==> src/rtl/ifetch_ctrl_if.sv <==
// Fetch-side bus bundle: ROM port, redirect request from execute and the
// fetch-queue output toward decode. The master side is the fetch sequencer.
interface ifetch_ctrl_if;
  logic [31:0] rom_addr;
  logic [31:0] rom_instr;
  logic        redirect_valid;
  logic [31:0] redirect_pc;
  logic        out_valid;
  logic        out_ready;
  logic [31:0] out_instr;
  logic [31:0] out_pc;
  logic        fault;

  modport master (
    output rom_addr,
    input  rom_instr,
    input  redirect_valid,
    input  redirect_pc,
    output out_valid,
    input  out_ready,
    output out_instr,
    output out_pc,
    output fault
  );

  modport slave (
    input  rom_addr,
    output rom_instr,
    output redirect_valid,
    output redirect_pc,
    input  out_valid,
    output out_ready,
    input  out_instr,
    input  out_pc,
    input  fault
  );
endinterface

==> src/rtl/ifetch_ctrl.sv <==
// Instruction-fetch sequencer: owns the fetch PC, reads the combinational
// ROM every cycle, buffers {pc, instr} pairs in a small FIFO toward decode,
// flushes on redirects and stops fetching on misaligned/out-of-range PCs.
module ifetch_ctrl #(
  parameter logic [31:0] RESET_PC  = 32'h0000_0000,
  parameter int          FQ_DEPTH  = 2,
  parameter int          ROM_WORDS = 64
) (
  input  logic         clk,
  input  logic         rst,
  ifetch_ctrl_if.master bus
);

  localparam int PW = (FQ_DEPTH > 1) ? $clog2(FQ_DEPTH) : 1;
  localparam int CW = PW + 1;
  localparam logic [CW-1:0] DEPTH_C     = CW'(FQ_DEPTH);
  localparam logic [29:0]   ROM_WORDS_C = 30'(ROM_WORDS);

  typedef enum logic {
    ST_RUN,
    ST_FAULT
  } state_t;

  state_t         state_q, state_d;
  logic [31:0]    pc_q, pc_d;
  logic [CW-1:0]  count_q, count_d;
  logic [PW-1:0]  rdPtr_q, rdPtr_d;
  logic [PW-1:0]  wrPtr_q, wrPtr_d;
  logic [31:0]    pcMem_q    [FQ_DEPTH];
  logic [31:0]    instrMem_q [FQ_DEPTH];

  logic inRange;
  logic full;
  logic pop;
  logic push;

  // Handshake terms; a redirect suppresses the push and the queue is flushed anyway.
  always_comb begin
    inRange = (pc_q[31:2] < ROM_WORDS_C);
    full    = (count_q == DEPTH_C);
    pop     = (count_q != '0) && bus.out_ready;
    push    = (state_q == ST_RUN) && !bus.redirect_valid && inRange && (!full || pop);
  end

  // Next-state logic: redirect wins over all queue bookkeeping.
  always_comb begin
    state_d = state_q;
    pc_d    = pc_q;
    count_d = count_q;
    rdPtr_d = rdPtr_q;
    wrPtr_d = wrPtr_q;
    if (bus.redirect_valid) begin
      count_d = '0;
      rdPtr_d = '0;
      wrPtr_d = '0;
      pc_d    = bus.redirect_pc;
      state_d = (bus.redirect_pc[1:0] == 2'b00) ? ST_RUN : ST_FAULT;
    end else begin
      if ((state_q == ST_RUN) && !inRange) begin
        state_d = ST_FAULT;
      end
      if (push) begin
        pc_d    = pc_q + 32'd4;
        wrPtr_d = wrPtr_q + PW'(1);
      end
      if (pop) begin
        rdPtr_d = rdPtr_q + PW'(1);
      end
      if (push && !pop) begin
        count_d = count_q + CW'(1);
      end else if (pop && !push) begin
        count_d = count_q - CW'(1);
      end
    end
  end

  // Control state register with synchronous reset.
  always_ff @(posedge clk) begin
    if (rst) begin
      state_q <= ST_RUN;
      pc_q    <= RESET_PC;
      count_q <= '0;
      rdPtr_q <= '0;
      wrPtr_q <= '0;
    end else begin
      state_q <= state_d;
      pc_q    <= pc_d;
      count_q <= count_d;
      rdPtr_q <= rdPtr_d;
      wrPtr_q <= wrPtr_d;
    end
  end

  // Queue storage; contents need no reset because count gates visibility.
  always_ff @(posedge clk) begin
    if (!rst && push) begin
      pcMem_q[wrPtr_q]    <= pc_q;
      instrMem_q[wrPtr_q] <= bus.rom_instr;
    end
  end

  // Outputs come straight from registers, so out_valid never depends on out_ready.
  always_comb begin
    bus.rom_addr  = pc_q;
    bus.out_valid = (count_q != '0);
    bus.out_pc    = pcMem_q[rdPtr_q];
    bus.out_instr = instrMem_q[rdPtr_q];
    bus.fault     = (state_q == ST_FAULT);
  end

endmodule

==> src/flat_wrapper.sv <==
// flat-port wrapper written by rule: the top's interface ports become plain ports
module ifetch_ctrl_flat 
#(
  parameter logic [31:0] RESET_PC  = 32'h0000_0000,
  parameter int          FQ_DEPTH  = 2,
  parameter int          ROM_WORDS = 64
)
  (clk, rst, bus_rom_addr, bus_rom_instr, bus_redirect_valid, bus_redirect_pc, bus_out_valid, bus_out_ready, bus_out_instr, bus_out_pc, bus_fault);
  ifetch_ctrl_if bus_i ();
  input  logic clk;
  input  logic rst;
  output wire logic [$bits(bus_i.rom_addr)-1:0] bus_rom_addr;
  input wire logic [$bits(bus_i.rom_instr)-1:0] bus_rom_instr;
  input wire logic [$bits(bus_i.redirect_valid)-1:0] bus_redirect_valid;
  input wire logic [$bits(bus_i.redirect_pc)-1:0] bus_redirect_pc;
  output wire logic [$bits(bus_i.out_valid)-1:0] bus_out_valid;
  input wire logic [$bits(bus_i.out_ready)-1:0] bus_out_ready;
  output wire logic [$bits(bus_i.out_instr)-1:0] bus_out_instr;
  output wire logic [$bits(bus_i.out_pc)-1:0] bus_out_pc;
  output wire logic [$bits(bus_i.fault)-1:0] bus_fault;
  assign bus_rom_addr = bus_i.rom_addr;
  assign bus_i.rom_instr = bus_rom_instr;
  assign bus_i.redirect_valid = bus_redirect_valid;
  assign bus_i.redirect_pc = bus_redirect_pc;
  assign bus_out_valid = bus_i.out_valid;
  assign bus_i.out_ready = bus_out_ready;
  assign bus_out_instr = bus_i.out_instr;
  assign bus_out_pc = bus_i.out_pc;
  assign bus_fault = bus_i.fault;
  ifetch_ctrl #(.RESET_PC(RESET_PC), .FQ_DEPTH(FQ_DEPTH), .ROM_WORDS(ROM_WORDS)) u_core (.clk(clk), .rst(rst), .bus(bus_i));
endmodule
==> config.mk <==
export PLATFORM = sky130hd
export DESIGN_NAME = ifetch_ctrl_flat
export DESIGN_NICKNAME = d
export VERILOG_FILES = /design/src/rtl/ifetch_ctrl_if.sv /design/src/rtl/ifetch_ctrl.sv /design/src/flat_wrapper.sv
export SDC_FILE = /design/constraint.sdc
export NUM_CORES = 1
export LEC_CHECK = 0
export BUFFER_PORTS_ARGS = -buffer_cell sky130_fd_sc_hd__buf_2
export CAP_MARGIN = 10
export CORE_MARGIN = 10
export CORE_UTILIZATION = 30
export CTS_CLUSTER_DIAMETER = 80
export CTS_CLUSTER_SIZE = 8
export DETAILED_ROUTE_END_ITERATION = 12
export GPL_TIMING_DRIVEN = 0
export HOLD_SLACK_MARGIN = 0.15
export PLACE_DENSITY_LB_ADDON = 0.15
export SYNTH_ARGS = -nofsm -noshare
export SYNTH_HDL_FRONTEND = slang
export SYNTH_SLANG_ARGS = --single-unit
==> constraint.sdc <==
create_clock -name clk -period 20.9 [get_ports clk]
set_input_delay 4.18 -clock clk [delete_from_list [all_inputs] [get_ports clk]]
set_output_delay 4.18 -clock clk [all_outputs]
set_load 0.005 [all_outputs]
Word-level counts from Yosys, hierarchy flattened

Memory sizes are Yosys's and may differ from the RTL's. A register that Yosys moved wholly into a read port is not among the register bits.
Index checks and enable logic that the tools add are counted.

Add/sub/neg operators: 5
Multipliers: 0
Div/mod/pow operators: 0
Order comparisons: 1
Eq/ne operators: 1
Shift-type cells: 0
Multiplexer cells: 13
Bitwise logic cells: 1
Reductions and logical operators: 21

Operators by type and width:

| operator              | count |
|---|---|
| $mux 32               | 2 |
| $add 32x3->32 const B | 1 |
| $lt 30x7->1 const B   | 1 |
| $mux 1                | 9 |
| $logic_and 1x1->1     | 8 |
| $reduce_bool 2->1     | 4 |
| $logic_not 1->1       | 6 |
| $mux 2                | 2 |
| $add 1x1->1 const B   | 2 |
| $add 2x1->2 const B   | 1 |
| $eq 2x2->1 const B    | 1 |
| $logic_not 2->1       | 1 |
| $reduce_or 2->1       | 1 |
| $sub 2x1->2 const B   | 1 |
| $logic_or 1x1->1      | 1 |
| $not 1->1             | 1 |

Register bits: 37
Bits in latches: 0
Memory bits (writable): 128
Bits in read-only memories: 0
Input bits: 68
Output and inout bits: 98
Logic and storage cells: 49
Memories: 2

Memories:

| name              | words | width | rd ports | clocked after memory_dff | wr ports | line              | RTL |
|---|---|---|---|---|---|---|---|
| u_core.instrMem_q | 2     | 32    | 1        | 1                        | 1        | ifetch_ctrl.sv:30 | `logic [31:0] instrMem_q [FQ_DEPTH];` |
| u_core.pcMem_q    | 2     | 32    | 1        | 1                        | 1        | ifetch_ctrl.sv:29 | `logic [31:0] pcMem_q [FQ_DEPTH];` |

Logic depth before layout (Yosys ltp)

Word-level depth: 8
Depth in mapped cells: 8
Depth with buffers taken out: 7

Worst setup path before layout

No wires, ideal clock.

Path kind: input -> register
Start: in bus_redirect_valid
End: mem u_core.instrMem_q[1][0] (enable)
Setup time: 0.666 ns
Arrival: 11.358 ns
Data required time: 20.234 ns
Setup slack: 8.876 ns
Cell stages on the path: 4
Path buffers: 1
Cell sequence: buf_2 > nor4_4 > nand4_4 > nor4b_1

Cells in the longest elaborated chain, start to end: 7

RTL lines:

| item                            | line               | RTL |
|---|---|---|
| from (decl)                     | flat_wrapper.sv:14 | `input wire logic [$bits(bus_i.redirect_valid)-1:0] bus_redirect_valid;` |
| $logic_not 1->1                 | ifetch_ctrl.sv:42  | `push = (state_q == ST_RUN) && !bus.redirect_valid && inRange && (!full \|\| pop);` |
| $logic_and 1x1->1 (3 in series) | ifetch_ctrl.sv:42  |  |
| $logic_and 1x1->1               | ifetch_ctrl.sv:96  | `if (!rst && push) begin` |
| $mux 1                          | ifetch_ctrl.sv:96  |  |
| $mux 1 (implied by the code)    | ifetch_ctrl.sv:98  | `instrMem_q[wrPtr_q] <= bus.rom_instr;` |
| to (decl)                       | ifetch_ctrl.sv:30  |  |

No other way between the ends.

==> impl_summary.md <==
Place
After legalization and detailed placement, the total HPWL measured 11500 um. Port buffering added 163 buffers. The total placed instance area is 7670 um2. The global placer's final weighted congestion is 0.722.

The number of placed instances, taps included, is 824.

Routing
In the routed layout, each cell is associated on average with a via count of 4.28. The count of nets left with antenna violations once routing finished came out at 0. The pre-antenna-repair detailed-routing pass consisted of 4 iterations. Wires add up to 15300 um. Dividing the detail-routed wire length by the instance count gives 17.9 um. After detailed routing, the number of remaining DRC violations is 0. The total via count in the routed design is 3666. The first-iteration detailed-routing DRC count is 131.

Logic synthesis
The netlist area before placement is 6320 um2. The share of synthesized area in the top cell type comes to 0.608. The average instance in the mapped netlist occupies 17.4 um2.

The main flop type after synthesis is sky130_fd_sc_hd__edfxtp_1. The synthesized design contains 166 register bits. In the post-synthesis netlist, the biggest area contributors are sky130_fd_sc_hd__edfxtp_1, sky130_fd_sc_hd__dfxtp_1, sky130_fd_sc_hd__mux2_2. The count of flip-flops with a built-in enable after synthesis is 128. Sorting the synthesized cells by how often they occur yields sky130_fd_sc_hd__edfxtp_1, sky130_fd_sc_hd__mux2_2, sky130_fd_sc_hd__dfxtp_1, sky130_fd_sc_hd__nor2_1, sky130_fd_sc_hd__mux2i_1. The number of distinct library cells after synthesis is 35. The synthesized net count is 434.

Of the synthesized area, sequential elements account for 0.728. In the post-synthesis netlist, the cell with the most instances is sky130_fd_sc_hd__edfxtp_1. The dominant cell type by area after synthesis is sky130_fd_sc_hd__edfxtp_1. For this run, the number of Yosys warnings is 0.

The synthesized netlist cell count is 364. After synthesis, the share of flip-flops with an asynchronous set or reset is 0.

Power
The static power due to leakage is 3.11 nW. The completed layout was analyzed and its total power is 685 uW. The areal power density over the cells is 83.3 nW/um2. IR analysis of the VDD net gives a maximum drop of 0.0502 mV.

Layout
The non-filler instance count after layout is 856. The area added between synthesis and finish is 30.1%. The final net count is 638. The fraction of layout instances using a drive strength above 1 is 0.535.

The total inserted antenna cells is 0. With fillers left out, the area of the finished cells amounts to 8220 um2.

Global route
The first-pass GRT wire length is 22700 um. In the global route stage, overall resource usage came out at 0.110. The number of antenna violations at the first check in global routing is 0. The residual overflow from global routing is 0. The via count of the first global-routing pass is 3923. Entering global routing, the biggest net connects 17 pins.

Flow run
The count of max-cap constraint violations is 0.

Floorplanning
The starting density of the core is 0.303. The die boundary height is 165 um. The initialized floorplan defines 53 standard-cell rows. The area of the core is 20900 um2.

The die area is 27300 um2. The I/O pin count is 166. The horizontal die dimension is 165 um.

Clock tree
The maximum buffer depth of the clock tree is 2. After clock tree synthesis, the setup repair step added 0 buffers. TritonCTS built the clock tree. The count of hold-fix buffers inserted at cts is 0. Clock-pin slew was measured on the worst setup and hold paths at 60 ps. The number of buffers created by CTS is 17. CTS placed an instance of sky130_fd_sc_hd__clkbuf_16 at the clock tree root. The clock net in this run drives a total of 166 sinks. The count of cells resized by post-cts repair is 0. The clock latency on the worst-skew pair is 410 ps. The total number of H-tree levels is 4.

Worst setup path
The biggest cell delay along the critical path is 450 ps. The total buffers and inverters traversed by the critical path is 3. The worst register-to-register path ends at u_core.instrMem_q[1][21]. The reg-to-reg critical path startpoint is u_core.bus.rom_addr[13]. The slowest cell on the critical path is sky130_fd_sc_hd__clkbuf_1. The endpoint class of the critical path is an output port. In this run the number of cells on the critical path is 4. The kind of critical path is reg -> out. Setup slack on the worst reg-to-reg path comes out at 18020 ps. STA classifies the critical path startpoint as a flip-flop. The cell family contributing the most delay on the critical path is buffers and inverters. For the worst setup path, the data arrival time is 2090 ps.

The end of the critical path is bus_out_pc[9]. Counting cells, the worst reg-to-reg path comes to 7. The worst-path maximum fanout is 10. The required time at the worst-slack endpoint is 16720 ps. Traced cell by cell, the critical path runs through clkbuf_1, buf_2, mux2_2, buf_2. The most frequent cell on the critical path is sky130_fd_sc_hd__buf_2.

Timing
Setup violations remaining at the end of the flow were counted as 0. The max-slew violation total from the final report is 0. The worst slew slack as a fraction of its limit is 0.453. Setup repair after global routing left no endpoint under its margin.

The shortest period the worst path allows is 6270 ps. The achievable frequency is 0.159 GHz. Clock skew on the completed layout was measured at 9.41 ps. The aggregate negative setup slack is 0 ps.

The final worst-path cycle share is 0.300. On the final layout, the worst hold slack is 484 ps. The final hold violation count was 0. For the pin with the worst max-slew slack, the measured transition is 818 ps.

Status
The flow ran to the end, and the final reports show no timing, DRC or antenna violations.

Min path
The path class of the tightest hold or removal check is reg -> reg.
[placed cells by master (no fill, tap or decap), types with 2 or more instances in the layout]
cell,n
sky130_fd_sc_hd__nor2_1,38
sky130_fd_sc_hd__clkinvlp_4,4
sky130_fd_sc_hd__or2_2,2
sky130_fd_sc_hd__xor2_1,3
sky130_fd_sc_hd__buf_6,3
sky130_fd_sc_hd__clkbuf_1,7
sky130_fd_sc_hd__nand3_1,3
sky130_fd_sc_hd__clkbuf_16,17
sky130_fd_sc_hd__a21oi_1,3
sky130_fd_sc_hd__xnor2_1,4
sky130_fd_sc_hd__nand4_4,2
sky130_fd_sc_hd__buf_2,172
sky130_fd_sc_hd__clkinv_4,4
sky130_fd_sc_hd__buf_4,19
sky130_fd_sc_hd__inv_1,2
sky130_fd_sc_hd__edfxtp_1,128
sky130_fd_sc_hd__nand2_1,6
sky130_fd_sc_hd__inv_6,3
sky130_fd_sc_hd__dfxtp_1,38
sky130_fd_sc_hd__mux2_2,66
sky130_fd_sc_hd__nor4_4,6
sky130_fd_sc_hd__nor3_2,3
sky130_fd_sc_hd__ha_1,2
sky130_fd_sc_hd__mux2i_1,25
sky130_fd_sc_hd__o21ai_0,2
[per-stage QoR]
stage / setup slack, ps / utilization
floorplan: 8880 / -
global placement: 3460 / 0.358
detailed placement: 14180 / 0.367
CTS: 14510 / 0.394
global route: 14410 / 0.394
finish: 14630 / 0.394
[layout make-up]
type | instances | area (um2)
inverters | 3 | 11.3
flip-flops and latches | 166 | 4600
plain buffers | 16 | 71.3
clock inverters | 14 | 124
multi-input cells | 179 | 1650
repair buffers | 185 | 992
clock buffers | 18 | 429
fillers | 1997 | 12700
well taps | 275 | 344
[how the worst min path moves through the flow]
stage	from	to	slack (ps)	cells after the start
floorplan	u_core.count_q[1]	u_core.count_q[1]	460	2
global placement	u_core.bus.rom_addr[1]	u_core.pcMem_q[1][1]	460	0
detailed placement	u_core.bus.rom_addr[1]	u_core.pcMem_q[0][1]	480	0
CTS	u_core.bus.rom_addr[1]	u_core.pcMem_q[0][1]	490	0
global route	u_core.bus.rom_addr[1]	u_core.pcMem_q[0][1]	500	0
finish	u_core.bus.rom_addr[1]	u_core.pcMem_q[1][1]	480	0
[state kept, by name (all words and copies together) (netlist names), named ones only]
name and flops:
u_core.bus.fault 1, u_core.bus.rom_addr 32, u_core.count_q 2, u_core.instrMem_q 64, u_core.pcMem_q 64, u_core.rdPtr_q 1, u_core.wrPtr_q 1
[kinds of logic (layout without fill, tap and decap cells)]
logic type / count (synthesis) / in the layout / share of synthesized area
adder cells (fa/ha/maj): 2 / 2 / 0.00396
XOR/XNOR: 7 / 7 / 0.00970
multiplexers: 91 / 91 / 0.157
AND/OR/NAND/NOR: 67 / 67 / 0.0718
flip-flops: 166 / 166 / 0.728
AO/OA/AOI/OAI: 12 / 12 / 0.0160
buffers and inverters: 19 / 236 / 0.0131
[metal layers]
layer  GRT usage  share of wire  vias to the layer above
li1            -              -                     1791
met1       0.135           0.45                     1783
met4      0.0290         0.0053                        0
met5           0              0                        -
met3      0.0367          0.059                        4
met2       0.182           0.49                       88
[power by group]
group / total, mW / switching (mW) / internal [mW]
logic: 0.0292 / 0.0146 / 0.0146
registers: 0.366 / 0.00666 / 0.359
clock network: 0.290 / 0.134 / 0.155
Power figures use the tool's default switching activity.
